--- config.mk ---
export PLATFORM = sky130hd
export DESIGN_NAME = if_fetch_stage
export DESIGN_NICKNAME = d
export VERILOG_FILES = /design/src/rtl/rv32_pipe_pkg.sv /design/src/rtl/if_fetch_fifo.sv /design/src/rtl/if_fetch_stage.sv
export SDC_FILE = /design/constraint.sdc
export NUM_CORES = 1
export LEC_CHECK = 0
export CORE_MARGIN = 10
export CORE_UTILIZATION = 36
export CTS_CLUSTER_SIZE = 25
export DETAILED_ROUTE_END_ITERATION = 8
export PLACE_DENSITY = 0.62
export SLEW_MARGIN = 5
export SYNTH_ARGS = -nofsm -noshare
export SYNTH_HDL_FRONTEND = slang
export SYNTH_SLANG_ARGS = --single-unit
--- constraint.sdc ---
create_clock -name clk -period 6.7 [get_ports clk]
set_input_delay 2.01 -clock clk [delete_from_list [all_inputs] [get_ports clk]]
set_output_delay 2.01 -clock clk [all_outputs]
set_load 0.01 [all_outputs]
--- src/rtl/rv32_pipe_pkg.sv ---
`default_nettype none
// ============================================================================
// Module   : rv32_pipe_pkg
// Purpose  : Shared rv32 pipeline types, constants and PC helpers.
// Revision : 1.0 - initial release
// ============================================================================
package rv32_pipe_pkg;

    localparam int XLEN = 32;
    localparam logic [XLEN-1:0] RV32_NOP         = 32'h0000_0013;
    localparam logic [XLEN-1:0] INSTR_ALIGN_MASK = 32'hFFFF_FFFC;

    typedef logic [XLEN-1:0] word_t;

    typedef struct packed {
        word_t pc;
        word_t instr;
    } fetch_entry_t;

    function automatic word_t align_pc(input word_t pc);
        return pc & INSTR_ALIGN_MASK;
    endfunction

endpackage
`default_nettype wire

--- src/rtl/if_fetch_fifo.sv ---
`default_nettype none
// ============================================================================
// Module   : if_fetch_fifo
// Purpose  : Power-of-two synchronous FIFO with clear, count and flags.
// Revision : 1.0 - initial release
// ============================================================================
module if_fetch_fifo #(
    parameter int DEPTH = 2,
    parameter int WIDTH = 64
) (
    input  logic                     clk,
    input  logic                     rst_n,
    input  logic                     clear,
    input  logic                     push,
    input  logic [WIDTH-1:0]         push_data,
    input  logic                     pop,
    output logic [WIDTH-1:0]         head_data,
    output logic [$clog2(DEPTH):0]   count,
    output logic                     empty,
    output logic                     full
);

    localparam int c_ptr_w = $clog2(DEPTH);
    localparam logic [c_ptr_w-1:0] c_ptr_one = c_ptr_w'(1);

    logic [WIDTH-1:0]   r_mem [DEPTH];
    logic [c_ptr_w-1:0] r_wr_ptr;
    logic [c_ptr_w-1:0] r_rd_ptr;
    logic [c_ptr_w:0]   r_count;
    logic               w_push;
    logic               w_pop;

    assign w_push    = push && !clear;
    assign w_pop     = pop && !clear && (r_count != '0);
    assign empty     = (r_count == '0);
    assign full      = (r_count == (c_ptr_w+1)'(DEPTH));
    assign count     = r_count;
    assign head_data = r_mem[r_rd_ptr];

    // Storage needs no reset: entries are only visible once counted.
    always_ff @(posedge clk) begin
        if (w_push) begin
            r_mem[r_wr_ptr] <= push_data;
        end
    end

    always_ff @(posedge clk or negedge rst_n) begin
        if (!rst_n) begin
            r_wr_ptr <= '0;
            r_rd_ptr <= '0;
            r_count  <= '0;
        end else if (clear) begin
            r_wr_ptr <= '0;
            r_rd_ptr <= '0;
            r_count  <= '0;
        end else begin
            if (w_push) begin
                r_wr_ptr <= r_wr_ptr + c_ptr_one;
            end
            if (w_pop) begin
                r_rd_ptr <= r_rd_ptr + c_ptr_one;
            end
            r_count <= r_count + (c_ptr_w+1)'(w_push) - (c_ptr_w+1)'(w_pop);
        end
    end

endmodule
`default_nettype wire

--- src/rtl/if_fetch_stage.sv ---
`default_nettype none
// ============================================================================
// Module   : if_fetch_stage
// Purpose  : rv32 instruction fetch: PC, credit-limited imem requests,
//            response buffering and redirect flush with stale-drop counting.
// Revision : 1.0 - initial release
// ============================================================================
module if_fetch_stage
    import rv32_pipe_pkg::*;
#(
    parameter logic [31:0] RESET_PC   = 32'h0000_0000,
    parameter int          FIFO_DEPTH = 2
) (
    input  logic        clk,
    input  logic        rst_n,
    output logic        imem_req_valid,
    input  logic        imem_req_ready,
    output logic [31:0] imem_req_addr,
    input  logic        imem_rsp_valid,
    input  logic [31:0] imem_rsp_data,
    input  logic        redirect_valid,
    input  logic [31:0] redirect_pc,
    output logic        id_valid,
    input  logic        id_ready,
    output logic [31:0] id_instruction,
    output logic [31:0] id_pc
);

    localparam int c_cnt_w = $clog2(FIFO_DEPTH) + 1;
    localparam logic [c_cnt_w:0] c_depth = (c_cnt_w+1)'(FIFO_DEPTH);

    word_t              r_pc;
    logic [c_cnt_w-1:0] r_drop;
    logic [c_cnt_w-1:0] w_outstanding;
    logic [c_cnt_w-1:0] w_fifo_count;
    logic [c_cnt_w:0]   w_credit_used;
    logic               w_accept;
    logic               w_rsp;
    logic               w_keep;
    logic               w_pop;
    logic               w_fifo_empty;
    logic               w_fifo_full;
    logic               w_sideq_empty;
    logic               w_sideq_full;
    word_t              w_rsp_pc;
    fetch_entry_t       w_push_entry;
    fetch_entry_t       w_head;

    // Requests in flight plus buffered words may never exceed the buffer
    // size, so every returning word is guaranteed a slot.
    assign w_credit_used  = {1'b0, w_outstanding} + {1'b0, w_fifo_count};
    assign imem_req_valid = rst_n && !redirect_valid && (w_credit_used < c_depth);
    assign imem_req_addr  = r_pc;

    assign w_accept = imem_req_valid && imem_req_ready;
    assign w_rsp    = imem_rsp_valid && !w_sideq_empty;
    assign w_keep   = w_rsp && !redirect_valid && (r_drop == '0);
    assign w_pop    = id_valid && id_ready && !redirect_valid;

    assign w_push_entry = '{pc: w_rsp_pc, instr: imem_rsp_data};

    // The PC queue tracks in-flight requests; its count is the outstanding
    // total and it is deliberately not flushed on redirect.
    if_fetch_fifo #(
        .DEPTH (FIFO_DEPTH),
        .WIDTH (XLEN)
    ) u_pc_queue (
        .clk       (clk),
        .rst_n     (rst_n),
        .clear     (1'b0),
        .push      (w_accept),
        .push_data (r_pc),
        .pop       (w_rsp),
        .head_data (w_rsp_pc),
        .count     (w_outstanding),
        .empty     (w_sideq_empty),
        .full      (w_sideq_full)
    );

    if_fetch_fifo #(
        .DEPTH (FIFO_DEPTH),
        .WIDTH (2*XLEN)
    ) u_instr_fifo (
        .clk       (clk),
        .rst_n     (rst_n),
        .clear     (redirect_valid),
        .push      (w_keep),
        .push_data (w_push_entry),
        .pop       (w_pop),
        .head_data (w_head),
        .count     (w_fifo_count),
        .empty     (w_fifo_empty),
        .full      (w_fifo_full)
    );

    assign id_valid       = !w_fifo_empty;
    assign id_instruction = id_valid ? w_head.instr : RV32_NOP;
    assign id_pc          = id_valid ? w_head.pc    : '0;

    always_ff @(posedge clk or negedge rst_n) begin
        if (!rst_n) begin
            r_pc   <= RESET_PC;
            r_drop <= '0;
        end else if (redirect_valid) begin
            // Everything still in flight after this cycle is stale.
            r_pc   <= align_pc(redirect_pc);
            r_drop <= w_outstanding - c_cnt_w'(w_rsp);
        end else begin
            if (w_accept) begin
                r_pc <= r_pc + 32'd4;
            end
            if (w_rsp && (r_drop != '0)) begin
                r_drop <= r_drop - c_cnt_w'(1);
            end
        end
    end

`ifndef SYNTHESIS
    a_no_orphan_rsp: assert property (@(posedge clk) disable iff (!rst_n)
        imem_rsp_valid |-> !w_sideq_empty);
    a_no_fifo_overflow: assert property (@(posedge clk) disable iff (!rst_n)
        w_keep |-> !w_fifo_full);
    a_no_sideq_overflow: assert property (@(posedge clk) disable iff (!rst_n)
        w_accept |-> !w_sideq_full);
`endif

endmodule
`default_nettype wire
After elaboration in Yosys (flattened, before gate mapping)
Memory sizes are Yosys's and may differ from the RTL's.
Cells that the tools add are included.
{ "op_classes": {"n_lt_le_gt_ge": 1, "n_mux": 15, "n_addsub": 12, "n_shift": 0, "n_mul": 0, "div_mod_pow": 0, "bitwise_logic": 0, "reduce_logical": 26, "eq_ne": 0} }
{ "op_table": {"columns": ["cell", "n"], "rows": [
  ["32-bit 2-to-1 mux", 4],
  ["32-bit by 3-bit adder with 32-bit output (second input constant)", 1],
  ["2-bit nonzero test", 7],
  ["1-bit logical AND", 13],
  ["1-bit 2-to-1 mux", 8],
  ["2-bit logical NOT", 3],
  ["2-bit 2-to-1 mux", 3],
  ["2-bit by 1-bit subtractor with 2-bit output", 3],
  ["1-bit adder (second input constant)", 4],
  ["2-bit by 1-bit adder with 2-bit output", 2],
  ["2-bit by 2-bit adder with 3-bit output", 1],
  ["1-bit logical NOT", 3],
  ["3-bit by 2-bit less-than comparator with 1-bit output (second input constant)", 1],
  ["2-bit by 1-bit subtractor with 2-bit output (second input constant)", 1]
]} }
{ "word_totals": {"mem_bits_ro": 0, "output_inout_bits": 98, "ram_bits": 192, "register_bits": 42, "latchBits": 0, "input_bits": 70, "mem_count": 2} }
{ "mem_list": {"columns": ["name", "depth", "word_bits", "rd", "rd_clocked_by_memory_dff", "wr", "line", "source"], "rows": [
  ["u_instr_fifo.r_mem", 2, 64, 1, 0, 1, "if_fetch_fifo.sv:26", "logic [WIDTH-1:0] r_mem [DEPTH];"],
  ["u_pc_queue.r_mem", 2, 32, 1, 0, 1, "if_fetch_fifo.sv:26", null]
]} }

Longest topological paths before layout
{ "logic_depth": {"depth_word": 9, "ltp_mapped": 10, "mapped_depth_nobuf": 10} }

Modules after synthesis
From an unflattened synthesis, not the netlist that was laid out.
{ "unflattened": {"cells_unflattened": 654, "area_unflattened_um2": 9908.3} }
{ "modules_own_cells": {"columns": ["mod", "area_per_inst_um2", "seq_area_each_um2", "cells_each", "n_inst"], "rows": [
  ["if_fetch_fifo at u_instr_fifo", 4858.4, 3943.8, 222, 1],
  ["if_fetch_fifo at u_pc_queue", 2570.0, 2021.9, 123, 1],
  ["if_fetch_stage", 2479.9, 800.8, 309, 1]
]} }

Worst setup path before layout
OpenSTA, ideal clock, no wires.
{ "synth_path": {"path_kind": "input-to-reg", "startpoint": "input port redirect_valid", "endpoint": "memory u_instr_fifo.r_mem[0][0], enable pin", "t_arrival_ns": 6.904, "setup_slack_ns": -0.763, "path_stages": 4, "t_required_ns": 6.141, "n_path_buf": 3, "path_cell_list": "clkbuf_1 -> buf_1 -> clkbuf_1 -> nor3_1"} }
{ "synth_via": {"elab_chain_len": 6} }
{ "synth_rtl": {"columns": ["item", "line", "source"], "rows": [
  ["from (decl)", "if_fetch_stage.sv:21", "input logic redirect_valid,"],
  ["1-bit logical NOT (*)", "if_fetch_fifo.sv:33, if_fetch_stage.sv:57", null],
  ["1-bit logical AND (2 in series)", "if_fetch_stage.sv:57", "assign w_keep = w_rsp && !redirect_valid && (r_drop == '0);"],
  ["1-bit logical AND (*)", "if_fetch_fifo.sv:33", "assign w_push = push && !clear;"],
  ["1-bit 2-to-1 mux (*)", "if_fetch_fifo.sv:42", "if (w_push) begin"],
  ["1-bit 2-to-1 mux (implied by the code) (*)", "if_fetch_fifo.sv:43", "r_mem[r_wr_ptr] <= push_data;"],
  ["to (decl)", "if_fetch_fifo.sv:26", null]
]} }
Every way passes the cells marked *; elsewhere a longest branch is shown, timed or not.

Worst setup path after layout
{ "layout_path": {"startpoint": "input port redirect_valid", "endpoint": "output port imem_req_valid"} }
{ "layout_via": {"elab_chain_len": 3} }
{ "layout_rtl": {"columns": ["item", "line", "source"], "rows": [
  ["1-bit logical NOT", "if_fetch_stage.sv:52", "assign imem_req_valid = rst_n && !redirect_valid && (w_credit_used < c_depth);"],
  ["1-bit logical AND (2 in series)", "if_fetch_stage.sv:52", null],
  ["to (decl)", "if_fetch_stage.sv:16", "output logic imem_req_valid,"]
]} }
No other way between the ends.

==> metrics.csv <==
metric,value,unit
num_rows,58,
fin_crit,5.14,ns
path_cells,buf_2 -> nor4b_2 -> clkdlybuf4s50_1,
clk_pin_slew,0.06,ns
p_int,2.87,mW
clockPowerShare,0.326,
place.port_buffers,161,
finalPower,3.90,mW
wl_per_cell,18.4,microns
async_flop_share,0.179,
layout_worst_path_cycle_share,0.767,
grt_overflow_total,0,
startpoint_type,primary input,
mostFrequentLayoutCells,"edfxtp_1 (184), clkdlybuf4s50_1 (159), nor2_1 (80)",
critPathArrivalTime,3.13,ns
synth.yosys.seq_area_share,0.705,
synth-seq-cells,224,
grt_max_degree,63,
hold_path_class,reg -> reg,
cts_tree,done,
cap_viol_max_count,0,
dieWidth,180,microns
nets,873,
hold_buffers,0,
skew,0.0226,ns
yosysUniqueCellTypes,45,
grt_use_total,0.125,
p_sw_frac,0.265,
cp_top_family,buffers and inverters,
antenna_left,0,
path_buf_inv,2,
syn_avg_cell_area,14.7,sq um
fmax,0.194,GHz
regArea,6530,sq um
n_antenna_cell,0,
slowest_delay,0.62,ns
final_common_cell,edfxtp_1,
place_congestion,0.736,
clk_latency,0.52,ns
h-tree-depth,1,
yosysWarnings,0,
finalMaxSlewViolations,0,
placedCellCount,1099,
drive_gt1_frac,0.106,
die_h,180,microns
synthCells,632,
post_cts_buffers,0,
postLayoutCoreUtil,0.475,
drcViolationCount,0,
cp-end-kind,output pin,
grt_pass1_wl,32800,microns
rsz0062_at_grt,no,
fillers,2211,
clock_path_buffers,3,
cpMaxStageDelayCell,clkdlybuf4s50_1,
core,25300,sq um
vdd_drop_max,0.000141,V
leakage,4.02,nW
cp.required,4.69,ns
final_cells,1140,
ys.flop_type,edfxtp_1,
outcome,"finished, final reports clean",
drt_pass1_iterations,5,
via_per_inst,4.90,
dr_total_vias,5588,
p_seq_frac,0.462,
cts-buffers-inserted,24,
io_pins,168,
worst-path-max-fanout,4,
start_util,0.367,
multiInputGateArea,2570,sq um
comb_power_share,0.212,
die-area,32500,sq um
report.final.setup_viol,0,
synth_edf_count,184,
relSlewSlack,0.335,
syn_area,9260,sq um
grt_pass1_vias,5590,
cts.sinks,224,
drtIter0Drc,312,
area_growth,29.4,%
power.density,325,nW/um^2
cts_root_buf,clkbuf_16,
tightestPinTransition,0.995,ns
crit_type,in -> out,
detailedPlacementHpwl,13900,microns
finalSetupTns,0,ns
antenna_found_initial,0,
post_cts_resized,0,
drt_wl_total,21000,microns
hold_viol,0,
p_switching,1.03,mW
==> flip-flops by register name (all words and copies together), names as in the netlist <==
signal / flops
imem_req_addr: 30
u_pc_queue.r_mem: 60
u_instr_fifo.r_mem: 124
u_instr_fifo.count: 2
r_drop: 2
u_instr_fifo.r_wr_ptr: 1
u_pc_queue.r_wr_ptr: 1
u_instr_fifo.r_rd_ptr: 1
u_pc_queue.count: 2
u_pc_queue.r_rd_ptr: 1
==> per-layer routing <==
layer	share of wire	global-route usage	vias to the layer above
li1	-	-	2691
met5	0	0	-
met4	0.017	0.0361	0
met2	0.48	0.208	169
met1	0.44	0.160	2698
met3	0.061	0.0263	30
==> power by group through the flow <==
stage | logic [mW] | clock network, mW | registers (mW)
2_1_floorplan | 0.501 | 0 | 1.76
3_3_place_gp | 0.836 | 0 | 1.83
3_5_place_dp | 0.845 | 0 | 1.83
4_1_cts | 0.850 | 1.31 | 1.80
5_1_grt | 0.905 | 1.36 | 1.82
6_report | 0.826 | 1.27 | 1.80
==> cell families after synthesis <==
kind of cell / after synthesis / share of synthesized area
simple gates: 188 / 0.101
mux: 97 / 0.109
buf+inv: 48 / 0.0223
fa+ha+maj: 8 / 0.0116
other cells: 1 / 0.000405
flops: 224 / 0.705
compound gates: 48 / 0.0341
xor+xnor: 18 / 0.0170
==> final cells by class <==
class | count | area share
Sequential cell | 224 | 0.545
Multi-Input combinational cell | 363 | 0.214
Timing Repair Buffer | 169 | 0.139
Clock buffer | 30 | 0.0546
Tap cell | 330 | 0.0345
Clock inverter | 11 | 0.00929
Inverter | 13 | 0.00407
==> synth_stat cells, types with 8 or more instances <==
master,count,area share
mux2_2,31,0.038
clkbuf_1,18,0.0073
nand4_1,9,0.0061
nand2_1,32,0.013
edfxtp_1,184,0.60
dfrtp_1,40,0.11
o31ai_1,10,0.0081
o21ai_1,10,0.0054
a31oi_1,11,0.0074
or4_1,18,0.015
inv_1,12,0.0049
buf_1,9,0.0036
and3_1,8,0.0054
nor2_1,82,0.033
mux2i_1,66,0.071
nand3_1,19,0.010
xor2_1,11,0.010
==> final timing paths <==
check | from | to | slack, ns | cells after the start
worst max-delay path | redirect_valid | imem_req_valid | 1.56 | 3
worst min register to register | imem_req_addr[31] | u_pc_queue.r_mem[0][31] | 0.54 | 0
min in group asynchronous | rst_n | u_pc_queue.r_wr_ptr | 1.61 | 2
worst max register to register | u_instr_fifo.count[0] | imem_req_addr[25] | 3.61 | 7
max in group asynchronous | rst_n | u_instr_fifo.r_rd_ptr | 4.64 | 2
worst min-delay path | imem_req_addr[31] | u_pc_queue.r_mem[0][31] | 0.54 | 0
==> metrics by stage <==
stage          cell area (sq um)  hold slack, ns  setup slack [ns]
2_1_floorplan               9280           0.460              1.13
3_3_place_gp               11200           0.531              1.55
3_5_place_dp               11200           0.526              1.56
4_1_cts                    12000           0.543              1.54
5_1_grt                    12000           0.559              1.49
6_report                   12000           0.536              1.56
Power figures use the tool's default switching activity.
